$ cat src/rtl/cook_controller_pkg.sv
// Shared types and defaults for the microwave cook controller.
package cook_controller_pkg;

  localparam int unsigned TICK_DIV_DEFAULT  = 100;
  localparam int unsigned BEEP_SECS_DEFAULT = 3;

  typedef enum logic [1:0] {
    ST_IDLE    = 2'd0,
    ST_COOKING = 2'd1,
    ST_PAUSED  = 2'd2,
    ST_DONE    = 2'd3
  } cook_state_e;

endpackage

$ cat src/rtl/cook_controller_if.sv
// Key/sensor inputs and timer/appliance drives of the cook controller.
interface cook_controller_if;
  import cook_controller_pkg::*;

  logic        start;
  logic        stop;
  logic        door_closed;
  logic        key_load;
  logic        timer_zero;
  logic        timer_load_n;
  logic        timer_clear_n;
  logic        timer_enab;
  logic        magnetron_on;
  logic        lamp_on;
  logic        beep;
  cook_state_e state;

  // Panel / timer side
  modport master (
    output start, stop, door_closed, key_load, timer_zero,
    input  timer_load_n, timer_clear_n, timer_enab, magnetron_on, lamp_on, beep, state
  );

  // Controller side
  modport slave (
    input  start, stop, door_closed, key_load, timer_zero,
    output timer_load_n, timer_clear_n, timer_enab, magnetron_on, lamp_on, beep, state
  );

endinterface

$ cat src/rtl/cook_controller_tick_prescaler.sv
// One-second tick prescaler: counts 0..TICK_DIV-1 while run, pulses tick on the last count.
module cook_controller_tick_prescaler
  import cook_controller_pkg::*;
#(
  parameter int unsigned TICK_DIV = TICK_DIV_DEFAULT
) (
  input  logic clk,
  input  logic clear,
  input  logic run,
  input  logic restart,
  output logic tick
);

  localparam int unsigned CNT_W = (TICK_DIV > 2) ? $clog2(TICK_DIV) : 1;
  localparam logic [CNT_W-1:0] LAST = CNT_W'(TICK_DIV - 1);

  logic [CNT_W-1:0] cnt_q;

  // restart wins over run so every state entry starts a fresh second
  always_ff @(posedge clk or negedge clear) begin
    if (!clear) begin
      cnt_q <= '0;
    end else if (restart) begin
      cnt_q <= '0;
    end else if (run) begin
      cnt_q <= (cnt_q == LAST) ? '0 : cnt_q + CNT_W'(1);
    end
  end

  assign tick = run && (cnt_q == LAST);

endmodule

$ cat src/rtl/cook_controller.sv
// Microwave sequencing FSM: keys, door and timer-zero in; timer strobes and appliance drives out.
module cook_controller
  import cook_controller_pkg::*;
#(
  parameter int unsigned TICK_DIV  = TICK_DIV_DEFAULT,
  parameter int unsigned BEEP_SECS = BEEP_SECS_DEFAULT
) (
  input logic              clk,
  input logic              clear,
  cook_controller_if.slave bus
);

  localparam int unsigned SEC_W = (BEEP_SECS > 1) ? $clog2(BEEP_SECS) : 1;
  localparam logic [SEC_W-1:0] SEC_LAST = SEC_W'(BEEP_SECS - 1);

  cook_state_e      state_q, state_d;
  logic [SEC_W-1:0] sec_q, sec_d;
  logic             start_q, stop_q;
  logic             load_n_q, load_n_d;
  logic             clear_n_q, clear_n_d;
  logic             enab_q, enab_d;
  logic             magnetron_q, lamp_q, beep_q;
  logic             start_edge, stop_edge;
  logic             run, restart, tick;

  assign start_edge = bus.start && !start_q;
  assign stop_edge  = bus.stop && !stop_q;

  assign run     = (state_q == ST_COOKING) || (state_q == ST_DONE);
  assign restart = (state_d != state_q);

  cook_controller_tick_prescaler #(
    .TICK_DIV (TICK_DIV)
  ) u_tick_prescaler (
    .clk     (clk),
    .clear   (clear),
    .run     (run),
    .restart (restart),
    .tick    (tick)
  );

  // Next state and strobes; case order encodes stop > door > timer_zero > start > key_load
  always_comb begin
    state_d   = state_q;
    sec_d     = sec_q;
    load_n_d  = 1'b1;
    clear_n_d = 1'b1;
    enab_d    = 1'b0;
    case (state_q)
      ST_IDLE: begin
        if (stop_edge) begin
          clear_n_d = 1'b0;
        end else if (start_edge && bus.door_closed && !bus.timer_zero) begin
          state_d = ST_COOKING;
        end else if (bus.key_load) begin
          load_n_d = 1'b0;
        end
      end
      ST_COOKING: begin
        if (stop_edge || !bus.door_closed) begin
          state_d = ST_PAUSED;
        end else if (bus.timer_zero) begin
          state_d = ST_DONE;
        end else if (tick) begin
          enab_d = 1'b1;
        end
      end
      ST_PAUSED: begin
        if (stop_edge) begin
          state_d   = ST_IDLE;
          clear_n_d = 1'b0;
        end else if (start_edge && bus.door_closed) begin
          state_d = ST_COOKING;
        end
      end
      ST_DONE: begin
        // timer already reads zero, so leaving DONE never clears it
        if (stop_edge || !bus.door_closed) begin
          state_d = ST_IDLE;
        end else if (tick) begin
          if (sec_q == SEC_LAST) begin
            state_d = ST_IDLE;
          end else begin
            sec_d = sec_q + SEC_W'(1);
          end
        end
      end
      default: state_d = ST_IDLE;
    endcase
    if (state_d != state_q) begin
      sec_d = '0;
    end
  end

  // State, edge history and output registers; reset clears the timer chain alongside
  always_ff @(posedge clk or negedge clear) begin
    if (!clear) begin
      state_q     <= ST_IDLE;
      sec_q       <= '0;
      start_q     <= 1'b1;
      stop_q      <= 1'b1;
      load_n_q    <= 1'b1;
      clear_n_q   <= 1'b0;
      enab_q      <= 1'b0;
      magnetron_q <= 1'b0;
      lamp_q      <= 1'b0;
      beep_q      <= 1'b0;
    end else begin
      state_q     <= state_d;
      sec_q       <= sec_d;
      start_q     <= bus.start;
      stop_q      <= bus.stop;
      load_n_q    <= load_n_d;
      clear_n_q   <= clear_n_d;
      enab_q      <= enab_d;
      magnetron_q <= (state_d == ST_COOKING);
      lamp_q      <= (state_d == ST_COOKING) || (state_d == ST_PAUSED);
      beep_q      <= (state_d == ST_DONE);
    end
  end

  assign bus.state         = state_q;
  assign bus.timer_load_n  = load_n_q;
  assign bus.timer_clear_n = clear_n_q;
  assign bus.timer_enab    = enab_q;
  assign bus.magnetron_on  = magnetron_q;
  assign bus.lamp_on       = lamp_q;
  assign bus.beep          = beep_q;

endmodule
$ cat src/flat_wrapper.sv
// flat-port wrapper written by rule: the top's interface ports become plain ports
module cook_controller_flat import cook_controller_pkg::*;
#(
  parameter int unsigned TICK_DIV  = TICK_DIV_DEFAULT,
  parameter int unsigned BEEP_SECS = BEEP_SECS_DEFAULT
)
  (clk, clear, bus_start, bus_stop, bus_door_closed, bus_key_load, bus_timer_zero, bus_timer_load_n, bus_timer_clear_n, bus_timer_enab, bus_magnetron_on, bus_lamp_on, bus_beep, bus_state);
  cook_controller_if bus_i ();
  input logic clk;
  input logic clear;
  input wire logic [$bits(bus_i.start)-1:0] bus_start;
  input wire logic [$bits(bus_i.stop)-1:0] bus_stop;
  input wire logic [$bits(bus_i.door_closed)-1:0] bus_door_closed;
  input wire logic [$bits(bus_i.key_load)-1:0] bus_key_load;
  input wire logic [$bits(bus_i.timer_zero)-1:0] bus_timer_zero;
  output wire logic [$bits(bus_i.timer_load_n)-1:0] bus_timer_load_n;
  output wire logic [$bits(bus_i.timer_clear_n)-1:0] bus_timer_clear_n;
  output wire logic [$bits(bus_i.timer_enab)-1:0] bus_timer_enab;
  output wire logic [$bits(bus_i.magnetron_on)-1:0] bus_magnetron_on;
  output wire logic [$bits(bus_i.lamp_on)-1:0] bus_lamp_on;
  output wire logic [$bits(bus_i.beep)-1:0] bus_beep;
  output wire logic [$bits(bus_i.state)-1:0] bus_state;
  assign bus_i.start = bus_start;
  assign bus_i.stop = bus_stop;
  assign bus_i.door_closed = bus_door_closed;
  assign bus_i.key_load = bus_key_load;
  assign bus_i.timer_zero = bus_timer_zero;
  assign bus_timer_load_n = bus_i.timer_load_n;
  assign bus_timer_clear_n = bus_i.timer_clear_n;
  assign bus_timer_enab = bus_i.timer_enab;
  assign bus_magnetron_on = bus_i.magnetron_on;
  assign bus_lamp_on = bus_i.lamp_on;
  assign bus_beep = bus_i.beep;
  assign bus_state = bus_i.state;
  cook_controller #(.TICK_DIV(TICK_DIV), .BEEP_SECS(BEEP_SECS)) u_core (.clk(clk), .clear(clear), .bus(bus_i));
endmodule
$ cat config.mk
export PLATFORM = sky130hd
export DESIGN_NAME = cook_controller_flat
export DESIGN_NICKNAME = d
export VERILOG_FILES = /design/src/rtl/cook_controller_pkg.sv /design/src/rtl/cook_controller_if.sv /design/src/rtl/cook_controller_tick_prescaler.sv /design/src/rtl/cook_controller.sv /design/src/flat_wrapper.sv
export SDC_FILE = /design/constraint.sdc
export NUM_CORES = 1
export LEC_CHECK = 0
export ABC_AREA = 0
export CAP_MARGIN = 15
export CORE_MARGIN = 4
export CORE_UTILIZATION = 46
export CTS_CLUSTER_SIZE = 16
export DETAILED_ROUTE_END_ITERATION = 10
export PLACE_DENSITY = 0.79
export SETUP_SLACK_MARGIN = 0.2
export SYNTH_ARGS = -nofsm -noshare
export SYNTH_HDL_FRONTEND = slang
export SYNTH_SLANG_ARGS = --single-unit
$ cat constraint.sdc
create_clock -name clk -period 1.8 [get_ports clk]
set_input_delay 0.18 -clock clk [delete_from_list [all_inputs] [get_ports clk]]
set_output_delay 0.18 -clock clk [all_outputs]
set_load 0.02 [all_outputs]
==> results.toml, run 1 <==
[logic_synthesis]
yosys.cell_count.top_type = "dfrtp_1"
synth_top_cell_by_area = "dfrtp_1"
netlist_instances = 86
postSynth.asyncResetShare_pct = 100
synth_ff_type = "dfrtp_1"
syn_area_sq_um = 957
ys_top_cells_by_count = "dfrtp_1, nand2_1, a211oi_1, ha_1"
synth-seq-cells = 19
synthDistinctLibCells = 37
avgSynthCellArea_sq_um = 11.1
synth-edff-count = 0
synth.yosys.seq_area_share_pct = 50.1
yosysTopAreaCellShare_pct = 41.8
synth_area_leaders = "dfrtp_1, dfstp_2, ha_1"
ys_warn_count = 0
synth_nets = 97

[timing]
tightest_slew_ps = 320
fin_crit_ps = 1700
slew_violations = 0
timing.hold.ws_ps = 212
setup_viol = 0
fmax_mhz = 590
timing.final.crit_share_pct = 94.2
hold_viol_final = 0
maxSlewHeadroom_pct = 78.6
setup_ws_ps = 105
skew_ps = 1.82
rsz0062_at_grt = "yes"

[setup_path]
arrival_ps = 1900
worst_setup_path_end_kind = "flop"
path_max_fanout = 5
critPathKind = "reg2reg"
critPathRequiredTime_ps = 2010
crit_path_start_kind = "flop"

[finish]
drive_gt1_share_pct = 41.7
nets = 127
final_cell_area_sq_mm = 0.00138
diodes = 0
fill_cells = 153
stdcell_count = 142
multiInputGateArea_sq_um = 577
ff_latch_area_sq_um = 480
syn2layout_area_growth_pct = 43.9
final_util_pct = 70.2

[floorplanning]
coreArea_sq_mm = 0.00196
start_util_pct = 48.8
dieArea_sq_mm = 0.00287
fp-row-count = 16
die_w_microns = 53.6
io_pins = 15
die_height_microns = 53.6

[clock_network]
cts_buffers = 3
clkSinkCount = 19
root_buffer = "clkbuf_4"
clock_path_buffers = 2
hold_buffers = 0
path_clk_slew_ps = 110
clk_latency_ps = 300
h-tree-depth = 1
cts_tree = "built"

[power]
power.leakage_nw = 0.582
peakVddDrop_v = 0.000519
powerDensity_mw_per_mm2 = 645

[grt]
grt_pass1_wl_mm = 3.82
grt_pass1_vias = 826
overflow = 0
antenna_found_initial = 0
grt_max_degree = 20
grt_usage_pct = 19.3

[route]
ant_nets = 0
drc = 0
wirelength_mm = 2.50
drtPass1Iterations = 4
drt_iter0_drc = 19
wl_per_cell_microns = 17.6
via_per_inst = 5.82
vias = 827

[hold_path]
min_path_type = "in2async"

[placed_design]
dp_slack_ps = -15.6
dp_cells = 128
port_buffers = 14
hpwl_mm = 1.55
globalplace.congestion = 0.805
dpl_cell_area_sq_mm = 0.00119

[status]
outcome = "completed"

[flow_run]
maxCapViolCount = 0
## critical path, stage by stage (launching register included)
cell	delay, ps
dfrtp_1	380
ha_2	190
and4bb_4	290
nand2_4	70
or4_4	430
a221oi_2	240
## registers in the layout, indices dropped and copies added (netlist names)
name / cells
u_core.bus.beep: 1
u_core.sec_q: 2
u_core.bus.lamp_on: 1
u_core.bus.timer_clear_n: 1
u_core.bus.timer_load_n: 1
u_core.bus.timer_enab: 1
u_core.stop_q: 1
u_core.bus.state: 2
u_core.bus.magnetron_on: 1
u_core.start_q: 1
u_core.u_tick_prescaler.cnt_q: 7
## per-layer routing
metal | vias up | GRT usage (%) | wire (microns)
li1 | 390 | - | -
met1 | 408 | 22.1 | 1020
met2 | 24 | 34.9 | 1350
met3 | 5 | 5.54 | 110
met4 | 0 | 5.11 | 21
met5 | - | 0 | 0
## logic make-up after synthesis
family	after synthesis	share of synthesized area, %
fa+ha+maj	4	5.23
simple gates	33	22.1
xor+xnor	3	2.75
buf+inv	6	2.61
compound gates	21	17.3
flops	19	50.1
## cells in the final DEF (no fill, tap or decap), types with 3 or more instances in the layout
| cell type | count |
|---|---|
| inv_1 | 3 |
| clkdlybuf4s50_1 | 11 |
| dfrtp_1 | 15 |
| buf_4 | 12 |
| nand2_1 | 6 |
| and2_1 | 3 |
| ha_2 | 3 |
| dlygate4sd2_1 | 3 |
| a211oi_2 | 3 |
| dfstp_2 | 3 |
| clkbuf_4 | 3 |
## power breakdown
part	switching [mW]	total, mW	internal [mW]	leakage (nW)
clock	0.132	0.218	0.0863	0.0150
combinational	0.114	0.202	0.0880	0.319
sequential	0.0167	0.468	0.452	0.248
## timing repair
action                                  CTS  global route
gates resized for setup                  12            13
buffers inserted                          7             2
pin swaps                                 6             3
endpoints found under the setup margin   15            12
gates cloned                              0             1
## cell type report
class                   instances  share of cell area, %
multi-input cells              61                   41.9
flip-flops and latches         19                   34.9
repair buffers                 28                   18.1
well taps                      27                   2.45
clock buffers                   4                   1.91
inverters                       3                  0.817
## through the flow
| stage | TNS (ps) | power, mW |
|---|---|---|
| after floorplan | 0 | 0.566 |
| after global placement | 0 | 0.633 |
| after detailed placement | -26.7 | 0.640 |
| after CTS | 0 | 0.863 |
| after global routing | 0 | 0.927 |
| final | 0 | 0.888 |
## final timing paths
kind,startpoint,endpoint,slack (ps),cells past startpoint
worst max-delay path,u_core.u_tick_prescaler.cnt_q[0],u_core.sec_q[1],100,5
worst min-delay path,clear,u_core.bus.timer_clear_n,210,2
worst max register to register,u_core.u_tick_prescaler.cnt_q[0],u_core.sec_q[1],100,5
worst min register to register,u_core.bus.state[0],u_core.bus.timer_clear_n,530,1
max in group asynchronous,clear,u_core.start_q,1330,2
min in group clk,bus_start,u_core.start_q,320,1
No activity file was read; power rests on OpenSTA's default activity.
==> run 2, diff against run 1 <==
- CELL_PAD_IN_SITES_DETAIL_PLACEMENT: unset -> 0
- CELL_PAD_IN_SITES_GLOBAL_PLACEMENT: unset -> 2
- CORE_MARGIN: 4 -> 2
- CORE_UTILIZATION: 46 -> 30
- PLACE_DENSITY: 0.79 -> 0.78
- REMOVE_ABC_BUFFERS: unset -> 1
==> results.toml, run 2 (synthesis gave the netlist of run 1 again) <==
[status]
outcome = "completed"

[finish]
final_common_cell = "buf_4"
regMostFlops = "u_core.u_tick_prescaler.cnt_q"
diodes = 0
nets = 134
fill_cells = 313
final_cell_mix = "buf_4, dfrtp_1, clkdlybuf4s50_1"
drive_gt1_share_pct = 40.2
syn2layout_area_growth_pct = 49.7
largest_register_ff_count = 7
final_cell_area_sq_mm = 0.00143

[grt]
overflow = 0
grt_usage_pct = 14.8
grt_pass1_wl_mm = 4.02
grt_pass1_vias = 867
grt_max_degree = 14
antenna_found_initial = 0

[floorplanning]
dieArea_sq_mm = 0.00366
start_util_pct = 31.4
fp-row-count = 20
io_pins = 15
die_w_microns = 60.5
die_height_microns = 60.5
coreArea_sq_mm = 0.00305

[route]
drtPass1Iterations = 4
drc = 0
drt_iter0_drc = 19
vias = 856
ant_nets = 0
wl_per_cell_microns = 15.2
via_per_inst = 5.16
wirelength_mm = 2.52

[clock_network]
cts_tree = "built"
clkSinkCount = 19
cts_buffers = 3
path_clk_slew_ps = 110
clk_latency_ps = 300
h-tree-depth = 1
root_buffer = "clkbuf_4"
hold_buffers = 0
clock_path_buffers = 2

[placed_design]
port_buffers = 14
globalplace.congestion = 0.867
hpwl_mm = 1.64
dp_slack_ps = -102
dpl_cell_area_sq_mm = 0.00123

[hold_path]
min_path_type = "in2async"

[setup_path]
critPathKind = "reg2reg"
arrival_ps = 1870
critPathRequiredTime_ps = 2010
path_max_fanout = 4
crit_path_start_kind = "flop"
worst_setup_path_end_kind = "flop"

[timing]
tightest_slew_ps = 340
fin_crit_ps = 1670
rsz0062_at_grt = "yes"
setup_ws_ps = 133
slew_violations = 0
setup_viol = 0
skew_ps = 10.5
hold_viol_final = 0
maxSlewHeadroom_pct = 77.3
timing.final.crit_share_pct = 92.6
fmax_mhz = 600

[power]
powerDensity_mw_per_mm2 = 632
power.leakage_nw = 0.608
peakVddDrop_v = 0.000412

[flow_run]
maxCapViolCount = 0
## run 2: changes by cell type in the layout (fill, tap and decap cells not counted), moves of 2 or more
cell / change
a211oi_1: +3
a211oi_2: -3
buf_4: +6
nand3_2: +2
## run 2: repair_timing
item	in CTS	in global routing
pin swaps	7	3
gates resized for setup	16	9
setup endpoints to repair	15	14
buffers inserted	4	5
## run 2: worst max-delay path: stages (launching register included)
cell	delay, ps
dfrtp_1	370
ha_2	180
and4bb_4	290
nand2_4	60
or4_1	420
a221oi_2	250
## run 2: path summary, 6_finish.rpt
path | endpoint | depth (start not counted) | startpoint | slack (ps)
setup reg to reg | u_core.sec_q[1] | 5 | u_core.u_tick_prescaler.cnt_q[0] | 130
max in group asynchronous | u_core.bus.state[1] | 2 | clear | 1180
min in group clk | u_core.start_q | 1 | bus_start | 310
hold / removal | u_core.bus.state[0] | 1 | clear | 130
hold reg to reg | u_core.sec_q[0] | 2 | u_core.sec_q[0] | 600
setup / recovery | u_core.sec_q[1] | 5 | u_core.u_tick_prescaler.cnt_q[0] | 130
## run 2: final cells by class
cell class	count	area [sq um]	share of cell area, %
clock buffer	4	26.3	1.83
inverter	3	11.3	0.786
sequential	19	480	33.5
tap	44	55.1	3.84
timing repair buffer	35	307	21.4
multi-input combinational	61	553	38.6
## run 2: stage by stage
stage	hold slack (ps)	TNS (ps)	utilization, %	instances	total power, mW
3_3_place_gp	451	-64.3	40.2	153	0.641
3_5_place_dp	463	-213	40.2	153	0.644
2_1_floorplan	-116	-201	-	83	0.547
6_report	125	0	46.9	166	0.905
5_1_grt	131	0	46.9	166	0.954
4_1_cts	126	0	44.0	161	0.880
## run 2: layer usage
layer | wire length (microns) | GRT usage, % | share of wire (%)
met5 | 0 | 0 | 0
met1 | 1070 | 18.5 | 43
met4 | 74 | 4.35 | 2.9
met3 | 80 | 4.05 | 3.2
met2 | 1290 | 25.2 | 51
## run 2: power breakdown
group | internal, mW | leakage, nW | switching [mW] | total [mW]
clock network | 0.0865 | 0.0150 | 0.133 | 0.220
logic | 0.103 | 0.346 | 0.119 | 0.223
registers | 0.452 | 0.248 | 0.0113 | 0.463
total | 0.641 | 0.608 | 0.264 | 0.905
==> run 3, diff against run 2 <==
- CORE_MARGIN: 2 -> 4
- SETUP_SLACK_MARGIN: 0.2 -> unset
==> results.toml, run 3 (synthesis gave the netlist of run 1 again) <==
[status]
outcome = "completed"

[timing]
tightest_slew_ps = 413
timing.hold.ws_ps = 182
fmax_mhz = 583
tns_ps = 0
timing.final.crit_share_pct = 95.2
maxSlewHeadroom_pct = 72.4
setup_ws_ps = 85.8
hold_viol_final = 0
slew_violations = 0
fin_crit_ps = 1710
skew_ps = 9.94
rsz0062_at_grt = "yes"
setup_viol = 0

[finish]
final_cell_mix = "dfrtp_1, clkdlybuf4s50_1, buf_4"
syn2layout_area_growth_pct = 33.6
ff_latch_area_sq_um = 479
final_cell_area_sq_mm = 0.00128
regMostFlops = "u_core.u_tick_prescaler.cnt_q"
stdcell_count = 159
nets = 127
largest_register_ff_count = 7
multiInputGateArea_sq_um = 462
final_util_pct = 41.9
diodes = 0
final_common_cell = "dfrtp_1"
fill_cells = 327
drive_gt1_share_pct = 24.3

[grt]
overflow = 0
grt_pass1_vias = 839
grt_pass1_wl_mm = 4.00
grt_max_degree = 20
antenna_found_initial = 0
grt_usage_pct = 12.6

[clock_network]
root_buffer = "clkbuf_4"
path_clk_slew_ps = 120
h-tree-depth = 1
hold_buffers = 0
clkSinkCount = 19
clk_latency_ps = 310
clock_path_buffers = 2
cts_buffers = 3
cts_tree = "built"

[setup_path]
crit_path_start_kind = "flop"
path_max_fanout = 4
critPathRequiredTime_ps = 2000
critPathKind = "reg2reg"
arrival_ps = 1910
worst_setup_path_end_kind = "flop"

[placed_design]
dp_slack_ps = -33.8
port_buffers = 14
globalplace.congestion = 0.764
dp_cells = 154
dpl_cell_area_sq_mm = 0.00124
hpwl_mm = 1.60

[power]
powerDensity_mw_per_mm2 = 675
pwr-share-seq_pct = 53.9
power.switching_mw = 0.249
internal-power_mw = 0.615
swShare_pct = 28.8
clkPwrFrac_pct = 26.5
total_power_mw = 0.863
power.leakage_nw = 0.561
power_frac_comb_pct = 19.6
peakVddDrop_v = 0.000444

[route]
drc = 0
wirelength_mm = 2.22
wl_per_cell_microns = 13.9
ant_nets = 0
drt_iter0_drc = 23
vias = 777
via_per_inst = 4.89
drtPass1Iterations = 4

[floorplanning]
dieArea_sq_mm = 0.00416
coreArea_sq_mm = 0.00305
start_util_pct = 31.4
fp-row-count = 20
io_pins = 15
die_w_microns = 64.5
die_height_microns = 64.5

[flow_run]
maxCapViolCount = 0

[hold_path]
min_path_type = "in2async"
==> run 3: cell count changes in the layout (fill, tap and decap cells not counted), moves of 2 or more <==
cell | previous run | this run
dlygate4sd2_1 | 2 | 0
ha_1 | 1 | 4
clkdlybuf4s50_1 | 12 | 14
nand3_1 | 1 | 3
buf_4 | 18 | 14
buf_6 | 3 | 0
a21oi_1 | 1 | 3
ha_2 | 2 | 0
nand3_2 | 2 | 0
==> run 3: power by group through the flow <==
| stage | combinational (mW) | sequential, mW | clock, mW |
|---|---|---|---|
| final | 0.169 | 0.465 | 0.229 |
| after global routing | 0.187 | 0.469 | 0.257 |
| after CTS | 0.169 | 0.466 | 0.235 |
| after detailed placement | 0.170 | 0.473 | 0 |
| after global placement | 0.169 | 0.473 | 0 |
| after floorplan | 0.0542 | 0.492 | 0 |
==> run 3: cell type report <==
type	count	area share (%)
clock buffers	4	2.05
inverters	3	0.881
multi-input cells	61	36.1
flip-flops and latches	19	37.5
well taps	44	4.31
repair buffers	28	19.2
==> run 3: final timing paths <==
kind | endpoint | slack, ps | start | cells past startpoint
min in group clk | u_core.start_q | 290 | bus_start | 1
max in group asynchronous | u_core.stop_q | 1350 | clear | 2
worst min-delay path | u_core.bus.state[0] | 180 | clear | 2
worst min register to register | u_core.u_tick_prescaler.cnt_q[1] | 590 | u_core.u_tick_prescaler.cnt_q[1] | 2
worst max register to register | u_core.bus.lamp_on | 90 | u_core.u_tick_prescaler.cnt_q[1] | 5
worst max-delay path | u_core.bus.lamp_on | 90 | u_core.u_tick_prescaler.cnt_q[1] | 5
==> run 3: critical path, stage by stage, from the launching register on <==
cell	delay, ps
dfrtp_1	390
ha_1	190
and4bb_4	280
nand4_1	150
a32o_2	300
ha_1	290
==> run 3: per-layer routing <==
| layer | up-vias | track usage [%] | wire (microns) | part of all wire, % |
|---|---|---|---|---|
| li1 | 390 | - | - | - |
| met1 | 367 | 16.3 | 1090 | 49 |
| met2 | 15 | 20.2 | 1020 | 46 |
| met3 | 5 | 2.77 | 62 | 2.8 |
| met4 | 0 | 5.54 | 42 | 1.9 |
| met5 | - | 0 | 0 | 0 |
==> run 3: timing repair <==
| item | in CTS | in global routing |
|---|---|---|
| buffers inserted | 0 | 1 |
| setup endpoints to repair | 0 | 4 |
| gates resized for setup | 0 | 2 |
